===== config.mk =====
export PLATFORM = sky130hd
export DESIGN_NAME = node_rx
export DESIGN_NICKNAME = d
export VERILOG_FILES = /design/src/rtl/node_rx.sv
export SDC_FILE = /design/constraint.sdc
export NUM_CORES = 1
export LEC_CHECK = 0
export ABC_AREA = 0
export BUFFER_PORTS_ARGS = -buffer_cell sky130_fd_sc_hd__buf_2
export CORE_MARGIN = 5
export CORE_UTILIZATION = 52
export DETAILED_ROUTE_END_ITERATION = 8
export HOLD_SLACK_MARGIN = 0.05
export PLACE_DENSITY_LB_ADDON = 0.1
export SLEW_MARGIN = 40
export SYNTH_ARGS = -nofsm -noshare
export SYNTH_HDL_FRONTEND = slang
export SYNTH_SLANG_ARGS = --single-unit

===== constraint.sdc =====
create_clock -name clock -period 4.7 [get_ports clock]
set_clock_uncertainty 0.15 [all_clocks]
set_input_delay 0.47 -clock clock [delete_from_list [all_inputs] [get_ports clock]]
set_output_delay 0.47 -clock clock [all_outputs]
set_load 0.02 [all_outputs]

===== src/rtl/node_rx.sv =====
// Receive side of the single-wire node bus: deframes, address-filters and CRC-4 checks frames.
// Define BROADCAST_EN to make destination all-ones match on every node.
module node_rx #(
    parameter int          ADDR_W   = 4,
    parameter int          DATA_W   = 64,
    parameter logic [3:0]  CRC_INIT = 4'h0
) (
    input  logic              clock,
    input  logic              reset,
    input  logic              bus,
    input  logic [ADDR_W-1:0] addr,
    output logic [DATA_W-1:0] data_out,
    output logic [ADDR_W-1:0] src_addr,
    output logic [1:0]        mod_out,
    output logic              valid,
    output logic              crc_err,
    output logic              frame_err,
    output logic              busy
);

    localparam int HDR_W = 2 * ADDR_W + 2;

    typedef enum logic [2:0] {IDLE, HDR, PAY, CRC, STOP} state_t;

    state_t            state;
    state_t            state_next;
    logic [6:0]        cnt;
    logic [HDR_W-1:0]  hdr;
    logic [DATA_W-1:0] shreg;
    logic [3:0]        crc;
    logic [3:0]        crc_rx;
    logic [3:0]        crc_upd;
    logic [1:0]        mod_next;
    logic [6:0]        pay_len_m1;
    logic [ADDR_W-1:0] dest;
    logic              last;
    logic              match;
    logic              crc_fb;

    assign last     = (cnt == 7'd0);
    assign dest     = hdr[HDR_W-1 -: ADDR_W];
    assign crc_fb   = crc[3] ^ bus;
    assign crc_upd  = {crc[2:0], 1'b0} ^ (crc_fb ? 4'b0011 : 4'b0000);
    // The mod field's low bit is still on the wire during the last header cycle.
    assign mod_next = {hdr[0], bus};

`ifdef BROADCAST_EN
    assign match = (dest == addr) || (dest == {ADDR_W{1'b1}});
`else
    assign match = (dest == addr);
`endif

    always_comb begin
        pay_len_m1 = 7'd63;
        case (mod_next)
            2'b00:   pay_len_m1 = 7'd7;
            2'b01:   pay_len_m1 = 7'd15;
            2'b10:   pay_len_m1 = 7'd31;
            default: pay_len_m1 = 7'd63;
        endcase
    end

    always_ff @(posedge clock or posedge reset) begin
        if (reset) begin
            state <= IDLE;
        end else begin
            state <= state_next;
        end
    end

    always_comb begin
        state_next = state;
        case (state)
            IDLE:    if (!bus) state_next = HDR;
            HDR:     if (last) state_next = PAY;
            PAY:     if (last) state_next = CRC;
            CRC:     if (last) state_next = STOP;
            STOP:    state_next = IDLE;
            default: state_next = IDLE;
        endcase
    end

    always_comb begin
        busy = (state != IDLE);
    end

    always_ff @(posedge clock or posedge reset) begin
        if (reset) begin
            cnt       <= 7'd0;
            hdr       <= '0;
            shreg     <= '0;
            crc       <= CRC_INIT;
            crc_rx    <= 4'h0;
            data_out  <= '0;
            src_addr  <= '0;
            mod_out   <= 2'b00;
            valid     <= 1'b0;
            crc_err   <= 1'b0;
            frame_err <= 1'b0;
        end else begin
            valid     <= 1'b0;
            crc_err   <= 1'b0;
            frame_err <= 1'b0;
            case (state)
                IDLE: begin
                    if (!bus) begin
                        cnt    <= 7'(HDR_W - 1);
                        hdr    <= '0;
                        shreg  <= '0;
                        crc    <= CRC_INIT;
                        crc_rx <= 4'h0;
                    end
                end
                HDR: begin
                    hdr <= {hdr[HDR_W-2:0], bus};
                    crc <= crc_upd;
                    cnt <= last ? pay_len_m1 : cnt - 7'd1;
                end
                PAY: begin
                    shreg <= {shreg[DATA_W-2:0], bus};
                    crc   <= crc_upd;
                    cnt   <= last ? 7'd3 : cnt - 7'd1;
                end
                CRC: begin
                    crc_rx <= {crc_rx[2:0], bus};
                    cnt    <= last ? 7'd0 : cnt - 7'd1;
                end
                STOP: begin
                    // A bad stop bit overrides any address or CRC outcome.
                    if (!bus) begin
                        frame_err <= 1'b1;
                    end else if (match) begin
                        if (crc_rx == crc) begin
                            valid    <= 1'b1;
                            data_out <= shreg;
                            src_addr <= hdr[2 +: ADDR_W];
                            mod_out  <= hdr[1:0];
                        end else begin
                            crc_err <= 1'b1;
                        end
                    end
                end
                default: cnt <= 7'd0;
            endcase
        end
    end

endmodule


==> results.md <==
* Achievable Freq at 370 MHz
* Vias per cell at 5.49
* Initial drt markers at about 250
* Skew-Pair Late Insertion Delay at roughly 420 ps
* Initial antenna violation count at 0
* Max clock buf depth at 2
* Starting Density at about 53%
* # nets final at 544
* Most frequent cells in the layout: dfrtp_1, buf_2, a22o_1
* CTS tree: yes
* Worst r2r src: state[0]
* Min Tclk post-route at between 2000 and 3000 ps
* Synth Instances at around 460
* Antenna Nets Post-Route at 0
* First-pass GRT wire length at 20400 um
* Reg clk slew, reported paths at 60 ps
* Yosys cell types at 49
* Number of global-route vias before repair at between 3000 and 4000
* # diodes at 0
* Fraction of registers with async set/reset at between 90% and 100%
* Max IR drop VDD at about 290 uV
* Final setup viols at 0
* Req. time, crit path at 4850 ps
* Worst-path fanout max at 55
* Main flop type after synthesis: dfrtp_1
* P_leak at slightly above 4 nW
* Setup WS post-layout at about 2000 ps
* Post-synth EDFFs at 0
* Synth Area in XOR/XNOR at under 10%
* Synth Area in Simple Gates at under 10%
* Fin util at ~62%
* Post-Syn Area at 6600 um2
* Number of synthesis warnings at 0
* Hold Crit Class: input pin to flop
* Postcts setup bufs at 0
* Clock Tree Root: clkbuf_16
* Core Box Area at around 13000 um2
* Crit share post-route at between 50% and 60%
* Placed cell area at slightly above 7000 um2
* Total power draw at about 3.8 mW
* Worst-Margin Slew at between 800 and 900 ps
* Seq/Total Area, Yosys at around 63%
* Reg2Reg Setup Slack at approximately 2000 ps
* Clk sink count at 165
* Port bufs at 80
* Max_cap viols at 0
* CP Capture Point: data_out[46]
* Worst Hold Path Cells at 2
* Site Rows at 41
* Portion of netlist area occupied by mux cells at ~14%
* Largest net degree at the start of global routing at between 100 and 150
* Placed instance count at 687
* Die H at 123 um
* Synth Register Bits at between 150 and 200
* R2R cell count at 5
* Vias at roughly 4000
* DP Worst Slack at about 1700 ps
* Die Width at ~120 um
* Rel. slew slack at around 46%
* DRC errors left at 0
* Clock H-tree levels at 4
* Routability cong. at about 0.8
* RSZ-0062 raised after global routing: no
* Drt pass-1 iters at 6
* CTS resizes at 0
* Mean Syn Cell Area at 14.4 um2
* Share of cells above drive strength 1 at a little over a third
* Remaining Overflow, GRT at 0
* Setup CP Type: flop to flop
* Commonest non-fill, non-tap cell in the layout: dfrtp_1
* Fin cells at slightly above 700
* Gr usage total at between 10% and 20%
* Element type at the critical path end: flop
* Final Instance Area at a little under 8000 um2
* Compound-Gate Fraction of Synth Area at a little over an eighth
* Final hold violations at 0
* Total die area at 15100 um2
* DP HPWL at about 7600 um
* # IOs at 81
* Post-Synth Adder-Cell Area at less than 1%
* Largest family of logic cells by synthesized area: multiplexers
* Routed WL at approximately 12000 um
* Crit path from: state[0]
* Fin Setup TNS at 0 ps
* Syn nets at approximately 470
* Arrival @ worst endpoint at 2850 ps
* Final slew viol count at 0
* TritonCTS Buffers at 17
* Run status: finished clean
* # hold bufs at CTS at 1
* Worst hold slack at 243 ps
* Pwr Density at approximately 480 nW/um2
* RR Endpoint: data_out[46]
* Setup crit start kind: flop
* Routed len/inst at between 15 and 20 um
* Area Growth Syn to Fin at 17.6%
## worst min path at each step
stage            startpoint            to  slack, ps
2_1_floorplan     shreg[63]     shreg[63]        310
3_3_place_gp      shreg[63]     shreg[63]        330
3_5_place_dp   data_out[11]  data_out[11]        340
4_1_cts                 bus     frame_err        230
5_1_grt                 bus     frame_err        270
6_report                bus     frame_err        240
## layer usage
metal  vias to the layer above  global-route usage (%)  routed length (um)  part of all wire (%)
met5                         -                       0                   0                     0
met4                         0                    5.67                 150                   1.3
met3                        12                    5.30                 529                   4.5
met2                        72                    24.9                5400                    45
met1                      2010                    25.5                5790                    49
li1                       1852                       -                   -                     -
## cell usage after synthesis, types with 4 or more instances
cell      number  area [um2]
a21oi_1       10        50.1
a22o_1        72         631
buf_2         10        50.1
clkbuf_1      16        60.1
dfrtp_1      165        4130
inv_1          6        22.5
mux2_2        40         450
mux2_4        30         450
mux2i_1        4        40.0
nand2_1       11        41.3
nand3_1        5        25.0
nor2_1        16        60.1
nor2b_1        7        43.8
xor2_1        10        87.6
## registers in the layout, summed over array words and instances, names as in the netlist
name / count
hdr: 10
shreg: 64
data_out: 64
cnt: 7
src_addr: 4
mod_out: 2
valid: 1
crc_err: 1
crc_rx: 4
crc: 4
frame_err: 1
state: 3
## logic make-up (layout without fill, tap and decap cells)
family | after synthesis | after routing
buf+inv | 38 | 126
flops | 165 | 165
mux | 74 | 74
compound gates | 107 | 107
simple gates | 60 | 60
fa+ha+maj | 2 | 2
xor+xnor | 13 | 13
## area by class of cell
cell class | count | area, um2
clock buffers | 23 | 468
inverters | 7 | 30.0
repair buffers | 88 | 503
flip-flops and latches | 165 | 4130
clock inverters | 8 | 100
well taps | 172 | 215
fillers | 1009 | 4750
multi-input cells | 256 | 2320
## critical path, cell delays in order, from the launching register on
cell and delay (ps):
dfrtp_2 650, nor2_2 140, and3_1 250, nand3_4 240
buf_4 700, mux2_2 410
## power by group
group | leakage (nW) | switching (mW) | internal [mW] | total (mW)
Combinational | 1.55 | 0.371 | 0.311 | 0.682
Sequential | 2.25 | 0.194 | 1.55 | 1.74
Clock | 0.277 | 0.525 | 0.807 | 1.33
Total | 4.08 | 1.09 | 2.67 | 3.76
No activity file was read; power rests on OpenSTA's default activity.
